===== config.mk =====
export PLATFORM = sky130hd
export DESIGN_NAME = lp_colseq_flat
export DESIGN_NICKNAME = d
export VERILOG_FILES = /design/src/rtl/lp_pkg.sv /design/src/rtl/lp_colseq_if.sv /design/src/rtl/lp_strobe_gen.sv /design/src/rtl/lp_colseq.sv /design/src/flat_wrapper.sv
export SDC_FILE = /design/constraint.sdc
export NUM_CORES = 1
export LEC_CHECK = 0
export ABC_AREA = 1
export BUFFER_PORTS_ARGS = -buffer_cell sky130_fd_sc_hd__buf_4
export CAP_MARGIN = 20
export CORE_UTILIZATION = 45
export CTS_CLUSTER_SIZE = 30
export DETAILED_ROUTE_END_ITERATION = 12
export PLACE_DENSITY = 0.76
export SLEW_MARGIN = 15
export SYNTH_ARGS = -nofsm -noshare
export SYNTH_HDL_FRONTEND = slang
export SYNTH_HIERARCHICAL = 1
export SYNTH_SLANG_ARGS = --single-unit

===== constraint.sdc =====
create_clock -name clk -period 1.23 [get_ports clk]
set_input_delay 0.123 -clock clk [delete_from_list [all_inputs] [get_ports clk]]
set_output_delay 0.123 -clock clk [all_outputs]
set_load 0.03 [all_outputs]

===== src/rtl/lp_pkg.sv =====
// LP20 print-side sequencer shared definitions.
// Character codes, FSM states and character classes.
package lp_pkg;

   localparam logic [7:0] HT  = 8'h09;
   localparam logic [7:0] LF  = 8'h0A;
   localparam logic [7:0] VT  = 8'h0B;
   localparam logic [7:0] FF  = 8'h0C;
   localparam logic [7:0] CR  = 8'h0D;
   localparam logic [7:0] SP  = 8'h20;
   localparam logic [7:0] DEL = 8'h7F;

   localparam int WIDTH_DEF   = 132;
   localparam int TABSTOP_DEF = 8;
   localparam int STBW_DEF    = 2;

   typedef enum logic [2:0] {
      IDLE,
      SETUP,
      STROBE,
      RECOV,
      TABCHK
   } state_t;

   typedef enum logic [1:0] {
      K_RAW,
      K_PRT,
      K_CLR,
      K_TAB
   } kind_t;

   function automatic kind_t classify(input logic [7:0] ch);
      kind_t k;
      k = K_RAW;
      unique case (1'b1)
         (ch == HT):                 k = K_TAB;
         (ch inside {LF, VT, FF, CR}): k = K_CLR;
         (ch >= SP && ch < DEL):     k = K_PRT;
         default:                    k = K_RAW;
      endcase
      return k;
   endfunction

endpackage


===== src/rtl/lp_colseq_if.sv =====
// Buffer, CCTR and printer signals of the LP20 sequencer.
// slave is the sequencer side, master the environment side.
interface lp_colseq_if;

   logic       lpINIT;
   logic       lpONLINE;
   logic       chVALID;
   logic [7:0] chDATA;
   logic       chREADY;
   logic [7:0] regCCTR;
   logic       lpINCCCTR;
   logic       lpCLRCCTR;
   logic       lpDEMAND;
   logic [7:0] lpPIDATA;
   logic       lpSTROBE;
   logic       lpOVFL;

   modport slave (
      input  lpINIT, lpONLINE, chVALID, chDATA,
      input  regCCTR, lpDEMAND,
      output chREADY, lpINCCCTR, lpCLRCCTR,
      output lpPIDATA, lpSTROBE, lpOVFL
   );

   modport master (
      output lpINIT, lpONLINE, chVALID, chDATA,
      output regCCTR, lpDEMAND,
      input  chREADY, lpINCCCTR, lpCLRCCTR,
      input  lpPIDATA, lpSTROBE, lpOVFL
   );

endinterface


===== src/rtl/lp_strobe_gen.sv =====
// Printer strobe timer: counts STBW cycles after start.
// first marks the opening strobe cycle, done the last one.
module lp_strobe_gen #(
   parameter int STBW = 2
) (
   input  logic clk,
   input  logic rst,
   input  logic clr,
   input  logic start,
   output logic first,
   output logic done
);

   localparam int CW = $clog2(STBW + 1);

   logic [CW-1:0] cnt;
   logic          fst;

   // Load the width on start, then count down to zero.
   always_ff @(posedge clk or posedge rst) begin
      if (rst) begin
         cnt <= '0;
         fst <= 1'b0;
      end else if (clr) begin
         cnt <= '0;
         fst <= 1'b0;
      end else if (start) begin
         cnt <= CW'(STBW);
         fst <= 1'b1;
      end else begin
         if (cnt != '0) cnt <= cnt - CW'(1);
         fst <= 1'b0;
      end
   end

   assign first = fst;
   assign done  = (cnt == CW'(1));

endmodule


===== src/rtl/lp_colseq.sv =====
// LP20 character sequencer: buffer to printer handshake,
// CCTR pulses, tab expansion and line overflow.
module lp_colseq
   import lp_pkg::*;
#(
   parameter int WIDTH   = WIDTH_DEF,
   parameter int TABSTOP = TABSTOP_DEF,
   parameter int STBW    = STBW_DEF
) (
   input logic        clk,
   input logic        rst,
   lp_colseq_if.slave bus
);

   localparam logic [7:0] WLIM  = 8'(WIDTH);
   localparam logic [7:0] TMASK = 8'(TABSTOP - 1);

   state_t     state, nxt;
   kind_t      kind, kind_in;
   logic [7:0] data;
   logic       tab, ovfl;
   logic       accept, over, drop, tab_in, tab_more;
   logic       sg_start, sg_first, sg_done;

   assign kind_in  = classify(bus.chDATA);
   assign tab_in   = (kind_in == K_TAB);
   assign over     = (bus.regCCTR >= WLIM);
   assign tab_more = ((bus.regCCTR & TMASK) != 8'd0) && !over;

   assign accept = (state == IDLE) && !bus.lpINIT &&
                   bus.chVALID && bus.lpDEMAND &&
                   bus.lpONLINE;

   assign drop = accept && over &&
                 (kind_in == K_PRT || tab_in);

   lp_strobe_gen #(.STBW(STBW)) u_stb (
      .clk   (clk),
      .rst   (rst),
      .clr   (bus.lpINIT),
      .start (sg_start),
      .first (sg_first),
      .done  (sg_done)
   );

   // State register.
   always_ff @(posedge clk or posedge rst) begin
      if (rst) state <= IDLE;
      else     state <= nxt;
   end

   // Next state; INIT aborts whatever is in flight.
   always_comb begin
      nxt      = state;
      sg_start = 1'b0;
      if (bus.lpINIT) begin
         nxt = IDLE;
      end else begin
         unique case (state)
            IDLE:
               if (accept && !drop) nxt = SETUP;
            SETUP: begin
               nxt      = STROBE;
               sg_start = 1'b1;
            end
            STROBE:
               if (sg_done) nxt = RECOV;
            RECOV:
               nxt = tab ? TABCHK : IDLE;
            TABCHK:
               if (!tab_more)        nxt = IDLE;
               else if (bus.lpDEMAND) nxt = SETUP;
            default:
               nxt = IDLE;
         endcase
      end
   end

   // Latch the character on acceptance; HT is sent as spaces.
   always_ff @(posedge clk or posedge rst) begin
      if (rst) begin
         data <= 8'h00;
         kind <= K_RAW;
         tab  <= 1'b0;
         ovfl <= 1'b0;
      end else if (bus.lpINIT) begin
         data <= 8'h00;
         kind <= K_RAW;
         tab  <= 1'b0;
         ovfl <= 1'b0;
      end else if (drop) begin
         ovfl <= 1'b1;
      end else if (accept) begin
         data <= tab_in ? SP : bus.chDATA;
         kind <= tab_in ? K_PRT : kind_in;
         tab  <= tab_in;
      end
   end

   assign bus.chREADY   = accept;
   assign bus.lpPIDATA  = data;
   assign bus.lpSTROBE  = (state == STROBE);
   assign bus.lpINCCCTR = (state == STROBE) && sg_first &&
                          (kind == K_PRT);
   assign bus.lpCLRCCTR = (state == STROBE) && sg_first &&
                          (kind == K_CLR);
   assign bus.lpOVFL    = ovfl;

endmodule


===== src/flat_wrapper.sv =====
// flat-port wrapper written by rule: the top's interface ports become plain ports
module lp_colseq_flat import lp_pkg::*;
#(
   parameter int WIDTH   = WIDTH_DEF,
   parameter int TABSTOP = TABSTOP_DEF,
   parameter int STBW    = STBW_DEF
)
  (clk, rst, bus_lpINIT, bus_lpONLINE, bus_chVALID, bus_chDATA, bus_regCCTR, bus_lpDEMAND, bus_chREADY, bus_lpINCCCTR, bus_lpCLRCCTR, bus_lpPIDATA, bus_lpSTROBE, bus_lpOVFL);
  lp_colseq_if bus_i ();
  input logic clk;
  input logic rst;
  input wire logic [$bits(bus_i.lpINIT)-1:0] bus_lpINIT;
  input wire logic [$bits(bus_i.lpONLINE)-1:0] bus_lpONLINE;
  input wire logic [$bits(bus_i.chVALID)-1:0] bus_chVALID;
  input wire logic [$bits(bus_i.chDATA)-1:0] bus_chDATA;
  input wire logic [$bits(bus_i.regCCTR)-1:0] bus_regCCTR;
  input wire logic [$bits(bus_i.lpDEMAND)-1:0] bus_lpDEMAND;
  output wire logic [$bits(bus_i.chREADY)-1:0] bus_chREADY;
  output wire logic [$bits(bus_i.lpINCCCTR)-1:0] bus_lpINCCCTR;
  output wire logic [$bits(bus_i.lpCLRCCTR)-1:0] bus_lpCLRCCTR;
  output wire logic [$bits(bus_i.lpPIDATA)-1:0] bus_lpPIDATA;
  output wire logic [$bits(bus_i.lpSTROBE)-1:0] bus_lpSTROBE;
  output wire logic [$bits(bus_i.lpOVFL)-1:0] bus_lpOVFL;
  assign bus_i.lpINIT = bus_lpINIT;
  assign bus_i.lpONLINE = bus_lpONLINE;
  assign bus_i.chVALID = bus_chVALID;
  assign bus_i.chDATA = bus_chDATA;
  assign bus_i.regCCTR = bus_regCCTR;
  assign bus_i.lpDEMAND = bus_lpDEMAND;
  assign bus_chREADY = bus_i.chREADY;
  assign bus_lpINCCCTR = bus_i.lpINCCCTR;
  assign bus_lpCLRCCTR = bus_i.lpCLRCCTR;
  assign bus_lpPIDATA = bus_i.lpPIDATA;
  assign bus_lpSTROBE = bus_i.lpSTROBE;
  assign bus_lpOVFL = bus_i.lpOVFL;
  lp_colseq #(.WIDTH(WIDTH), .TABSTOP(TABSTOP), .STBW(STBW)) u_core (.clk(clk), .rst(rst), .bus(bus_i));
endmodule

==> results of run 1 <==
layout make-up:
class / instances / area, sq um
multi-input cells: 97 / 701.9
flip-flops and latches: 18 / 450.4
inverters: 25 / 100.1
fillers: 131 / 396.6
repair buffers: 60 / 534.3
clock buffers: 4 / 36.28
well taps: 28 / 35.03
per-layer routing:
metal	global-route usage [%]	vias to the layer above	wire, microns
met1	31.26	559	1440
met3	2.083	5	111
met2	47.62	36	1772
met5	0	-	0
li1	-	557	-
met4	8.108	0	41
worst max-delay path by stage:
stage	to	slack (ns)	start
floorplan	u_core/state[0]	-0.15	u_core/state[0]
global placement	u_core/state[0]	-0.09	u_core/state[0]
detailed placement	u_core/kind[1]	-0.18	u_core/state[1]
CTS	bus_lpCLRCCTR	-0.33	u_core/state[1]
global route	u_core/state[0]	-0.40	u_core/state[2]
finish	bus_lpCLRCCTR	-0.34	u_core/state[2]
placed cells by master (no fill, tap or decap), types with 3 or more instances in the layout:
cell      count
nor2_2        3
nand2_1      23
inv_2         8
dfrtp_1      18
nor2_4        4
nand2_2       7
nor2_1       14
o21ai_2      11
buf_6        11
inv_1        15
nand2_8       3
nand2_4      12
buf_4        45
nand3_1       4
clkbuf_4      3
state kept, by name, summed over array words and instances, names as in the netlist:
register             count
u_core/bus.lpPIDATA      8
u_core/state             3
u_core/kind              2
u_core/u_stb/cnt         2
u_core/bus.lpOVFL        1
u_core/tab               1
u_core/u_stb/first       1
worst max-delay path: cells and delay by family (launching register included):
kind	cells	cell delay (ns)
buffers and inverters	2	0.28
flip-flops	1	0.41
AND/OR/NAND/NOR	3	0.45
power groups by stage:
stage                     Clock [uW]  Combinational, uW  Sequential [uW]
after global routing             398                732              698
after floorplan                    0                307              718
after CTS                        372                635              686
after global placement             0                509              693
after detailed placement           0                538              697
final                            372                682              691
cells in the mapped netlist:
library cell	count	area share, %
a21oi_1	3	1.4
buf_12	1	1.8
buf_6	1	1.0
dfrtp_1	18	41
ha_1	2	2.3
inv_1	18	6.2
inv_2	7	2.4
nand2_1	27	9.2
nand2_2	16	9.1
nand2_4	1	1.0
nand3_1	5	2.3
nand4_1	1	0.57
nor2_1	16	5.5
nor2_2	5	2.9
nor3_1	2	0.91
nor3_2	1	0.91
o21ai_0	5	2.3
o21ai_2	10	8.0
o21bai_1	1	0.68
or2_0	1	0.57
stage by stage:
stage / TNS, ns / util [%] / hold slack (ns) / std cells
2_1_floorplan: -1.434 / - / -0.1234 / 141
3_3_place_gp: -0.7752 / 67.09 / 0.01006 / 216
3_5_place_dp: -2.057 / 67.09 / 0.01288 / 216
4_1_cts: -4.318 / 78.91 / 0.07501 / 231
5_1_grt: -5.474 / 82.41 / 0.07893 / 232
6_report: -4.556 / 82.41 / 0.07007 / 232
cell families after synthesis:
logic type,after synthesis,synth area share (%)
simple gates,75,32.95
flops,18,41.05
compound gates,19,12.31
fa+ha+maj,2,2.280
buf+inv,27,11.40
timing repair:
action | 4_1_cts | 5_1_grt
gates resized for setup | 31 | 17
endpoints found under the hold margin | 18 | 0
hold buffers | 1 | 0
gates cloned | 2 | 0
setup endpoints to repair | 19 | 22
setup buffers | 8 | 2
pin swaps | 7 | 9
==> results.json, run 1 <==
{
  "max-slew-margin-rel_pct": 58.71,
  "cts_buffers": 3,
  "layout_setup_ws_ns": -0.3415,
  "period_minus_slack_ns": 1.571,
  "diodes": 0,
  "synthCells": 141,
  "track_usage_pct": 25.80,
  "antenna_found_initial": 0,
  "drt-initial-drc-count": 21,
  "cts_tree": "yes",
  "min_to": "u_core/bus.lpPIDATA[7]",
  "synth-seq-cells": 18,
  "hp-start": "bus_chDATA[7]",
  "totalPowerFinal_uw": 1745,
  "numClockSinks": 18,
  "crit_required_ns": 1.11,
  "design_area_sq_um": 1858,
  "post-place-ws_ns": -0.1801,
  "start_kind": "register",
  "crit_chain": "buf_6 -> nor3_4 -> nand2_2 -> nor3_4 -> buf_6",
  "gp_congestion": 0.9197,
  "wl_per_cell_microns": 14.50,
  "dp_hpwl_mm": 2.023,
  "die_y_microns": 51.38,
  "nets": 229,
  "overflow": 0,
  "grt_pass1_vias": 1115,
  "grt_pass1_wl_mm": 4.912,
  "area_growth_syn_to_layout_pct": 69.33,
  "clkTransAtPathRegs_ns": 0.10,
  "num_vias": 1157,
  "rsz0062_at_grt": "true",
  "io_buffers": 34,
  "rrSetupSlack_ns": -0.30,
  "fin_crit_sh_pct": 127.8,
  "critPathKind": "reg -> out",
  "core_area_sq_um": 2255,
  "ant_nets": 0,
  "p_sw_uw": 614.8,
  "hold_violations": 0,
  "drc": 0,
  "switching_share_pct": 35.24,
  "setup.worst_path.end_class": "primary output",
  "synth_area_sq_um": 1097,
  "p_comb_share_pct": 39.1,
  "grt_max_degree": 16,
  "critPathMaxStageDelay_ns": 0.41,
  "power_frac_clock_pct": 21.3,
  "fin_skew_ns": 0.001136,
  "ir_worst_vdd_v": 0.001033,
  "cpMaxStageDelayCell": "dfrtp_1",
  "viasPerCell": 4.987,
  "dieArea_sq_um": 2640,
  "syn_nets": 165,
  "outcome": "finished, violations left",
  "p_int_uw": 1130,
  "firstDrtPassIters": 4,
  "worst-path-max-fanout": 2,
  "die_w_microns": 51.38,
  "clk_latency_ns": 0.30,
  "r2r_cells": 12,
  "r2r_start": "u_core/state[2]",
  "cts_max_level": 1,
  "placementRows": 17,
  "ys_warn_count": 6,
  "p_per_area_nw_per_um2": 939.0,
  "hold_path.class": "in -> reg",
  "start_util_pct": 48.67,
  "placed_area_sq_um": 1513,
  "leakage_uw": 0.001008,
  "synth_cell_types": 20,
  "hold_depth": 3,
  "r2r-end": "u_core/state[0]",
  "synth.avg_cell_area_sq_um": 7.782,
  "fmax_mhz": 636.3,
  "finalSetupViolCount": 19,
  "io_pins": 35,
  "drive_gt1_share_pct": 57.84,
  "synth_seq_area_share_pct": 41.05,
  "tightest_slew_ns": 0.6186,
  "critical_path_arrival_ns": 1.45,
  "cts-root-buf": "clkbuf_4",
  "clk_path_buf_depth": 2,
  "violations": "negative setup slack",
  "finalMaxSlewViolations": 0,
  "maxCapViolCount": 0,
  "wl_mm": 3.365,
  "seqPwrFrac_pct": 39.6
}
Note: power is estimated with default switching activity, not from simulation.
==> inputs of run 2 (changes only) <==
--- a/config.mk
+++ b/config.mk
@@ -5,13 +5,12 @@
 export SDC_FILE = /design/constraint.sdc
 export NUM_CORES = 1
 export LEC_CHECK = 0
-export ABC_AREA = 1
 export BUFFER_PORTS_ARGS = -buffer_cell sky130_fd_sc_hd__buf_4
 export CAP_MARGIN = 20
-export CORE_UTILIZATION = 45
+export CORE_UTILIZATION = 43
 export CTS_CLUSTER_SIZE = 30
 export DETAILED_ROUTE_END_ITERATION = 12
-export PLACE_DENSITY = 0.76
+export PLACE_DENSITY = 0.75
 export SLEW_MARGIN = 15
 export SYNTH_ARGS = -nofsm -noshare
 export SYNTH_HDL_FRONTEND = slang
==> run 2 against run 1 <==
  * The run still ends with negative setup slack left
  * Synthesized cell count fell by 33%
  * Final cell count fell by 21%
  * Clock power fell by 1%
  * Fmax fell by 7.2%
  * Combinational power fell by 5.3%
  * Critical path type unchanged
  * Largest power group unchanged
  * Highest routed layer unchanged
==> results.json, run 2 <==
{
  "outcome": "finished, violations left",
  "violations": "negative setup slack",
  "crit_required_ns": 1.11,
  "core_area_sq_um": 2042,
  "io_buffers": 34,
  "wl_met1_mm": 1.201,
  "gp_congestion": 0.9130,
  "p_per_area_nw_per_um2": 1063,
  "fin_crit_sh_pct": 137.6,
  "worst-path-max-fanout": 5,
  "viasPerCell": 5.262,
  "p_comb_share_pct": 38.2,
  "drc": 0,
  "hold_path.class": "in -> reg",
  "io_pins": 35,
  "num_vias": 963,
  "async_reset_ff_share_pct": 100.0,
  "numClockSinks": 18,
  "top_layer_used": "met4",
  "final_cell_mix": "buf_4, dfrtp_1, nand2_1",
  "fmax_mhz": 590.8,
  "wl_mm": 2.578,
  "synth_area_sq_um": 967.2,
  "dp_cells": 174,
  "ir_worst_vdd_v": 0.0009881,
  "period_minus_slack_ns": 1.693,
  "grt_max_degree": 16,
  "clk_path_buf_depth": 2,
  "ys_warn_count": 6,
  "diodes": 0,
  "post-place-ws_ns": -0.5142,
  "cts_max_level": 1,
  "power_frac_clock_pct": 21.8,
  "track_usage_pct": 22.99,
  "drt-initial-drc-count": 25,
  "met2_length_mm": 1.155,
  "cts_tree": "yes",
  "max-slew-margin-rel_pct": 61.39,
  "nets": 181,
  "clk_latency_ns": 0.30,
  "leakage_uw": 0.0008059,
  "die_w_microns": 49.43,
  "antenna_found_initial": 0,
  "synth-seq-cells": 18,
  "finalSetupViolCount": 18,
  "overflow": 0,
  "fin_skew_ns": 0.003713,
  "fin_cells": 183,
  "dp_hpwl_mm": 1.882,
  "synth_seq_area_share_pct": 46.57,
  "largest_register_ffs": 8,
  "finalMaxSlewViolations": 0,
  "area_growth_syn_to_layout_pct": 64.68,
  "p_sw_uw": 516.3,
  "grt_pass1_vias": 919,
  "die_y_microns": 49.43,
  "synthTopCellsByCount": "dfrtp_1, nand2_1, inv_1, nor2b_1",
  "clkTransAtPathRegs_ns": 0.10,
  "placementRows": 16,
  "synth_enable_flop_cells": 0,
  "synth_area_leaders": "dfrtp_1, mux2i_1, mux2_2, nand2_1, nor2b_1",
  "firstDrtPassIters": 4,
  "rsz0062_at_grt": "true",
  "start_kind": "register",
  "holdWs_ns": 0.08461,
  "mostFrequentLayoutCell": "buf_4",
  "drive_gt1_share_pct": 53.85,
  "synth_cell_types": 36,
  "maxCapViolCount": 0,
  "hold_violations": 0,
  "syn_nets": 118,
  "synthCells": 94,
  "grt_pass1_wl_mm": 4.222,
  "seqPwrFrac_pct": 40.0,
  "start_util_pct": 47.37,
  "setup.worst_path.end_class": "primary output",
  "dieArea_sq_um": 2443,
  "critPathKind": "reg -> out",
  "synth_area_leader_cell": "dfrtp_1",
  "yosysTopAreaCellShare_pct": 46.57,
  "totalPowerFinal_uw": 1693,
  "ant_nets": 0,
  "critical_path_arrival_ns": 1.57,
  "fin_tns_setup_ns": -6.130,
  "synth_flop_cell": "dfrtp_1",
  "synth.avg_cell_area_sq_um": 10.29,
  "layout_setup_ws_ns": -0.4626,
  "p_int_uw": 1176,
  "tightest_slew_ns": 0.5785,
  "cts_buffers": 3,
  "wl_per_cell_microns": 14.09,
  "wl_met3_microns": 176,
  "switching_share_pct": 30.50,
  "yosysMostFrequentCell": "dfrtp_1",
  "cts-root-buf": "clkbuf_4"
}
[run 2: cell types whose count changed in the layout (fill, tap and decap cells not counted), sizes merged, moves of 4 or more]
cell / change
nor2b: +6
mux2i: +5
nand3: -4
nand2: -34
nor2: -16
inv: -18
o21ai: -13
mux2: +4
[run 2: repair_timing]
item	4_1_cts	5_1_grt
setup endpoints to repair	17	22
hold endpoints to repair	18	0
setup buffers	1	3
resized for setup	18	7
pin swaps	10	3
hold buffers	1	0
[run 2: cell families (layout without fill, tap and decap cells)]
kind of cell / count (synthesis) / after routing / share of synthesized area, %
AOI/OAI and AO/OA: 15 / 15 / 12.16
xor gates and xnor gates: 2 / 2 / 1.811
adders and majority gates: 2 / 2 / 2.587
buffers and inverters: 9 / 71 / 4.010
DFF: 18 / 18 / 46.57
muxes: 9 / 9 / 9.832
and+or+nand+nor: 39 / 39 / 23.03
[run 2: layout make-up]
class,count,area [sq um]
multi-input cells,67,575.6
repair buffers,60,467.9
flip-flops and latches,18,450.4
fillers,142,449.2
clock buffers,4,36.28
well taps,27,33.78
inverters,7,28.78
[run 2: critical path: stages (launching register included)]
cell and delay (ns):
dfrtp_1 0.42, nor4_2 0.28, nand4_1 0.18, buf_4 0.19
inv_4 0.07, buf_6 0.13
[run 2: routing by layer]
metal | global-route usage [%] | vias to the layer above
li1 | - | 466
met4 | 8.571 | 0
met2 | 35.62 | 45
met5 | 0 | -
met3 | 4.984 | 6
met1 | 31.41 | 446
[run 2: metrics by stage]
stage / instance area (sq um) / util (%)
after floorplan: 985.9 / -
after global placement: 1420 / 69.55
after detailed placement: 1420 / 69.55
after CTS: 1531 / 75.00
after global routing: 1593 / 78.00
final: 1593 / 78.00
[run 2: worst paths after layout]
| kind | slack (ns) | end | cells past startpoint | from |
|---|---|---|---|---|
| max in group asynchronous | 0.39 | u_core/bus.lpPIDATA[3] | 3 | rst |
| min in group asynchronous | 0.27 | u_core/u_stb/cnt[1] | 3 | rst |
| worst max register to register | -0.44 | u_core/bus.lpPIDATA[2] | 5 | u_core/state[2] |
| worst min-delay path | 0.08 | u_core/bus.lpPIDATA[0] | 3 | bus_chDATA[0] |
| worst min register to register | 0.54 | u_core/bus.lpPIDATA[0] | 2 | u_core/bus.lpPIDATA[0] |
| worst max-delay path | -0.46 | bus_chREADY | 5 | u_core/state[2] |
[run 2: power groups by stage]
stage	Sequential, uW	Clock, uW	Combinational [uW]
2_1_floorplan	721	0	263
3_3_place_gp	682	0	538
3_5_place_dp	685	0	553
4_1_cts	679	375	606
5_1_grt	687	400	705
6_report	678	368	646
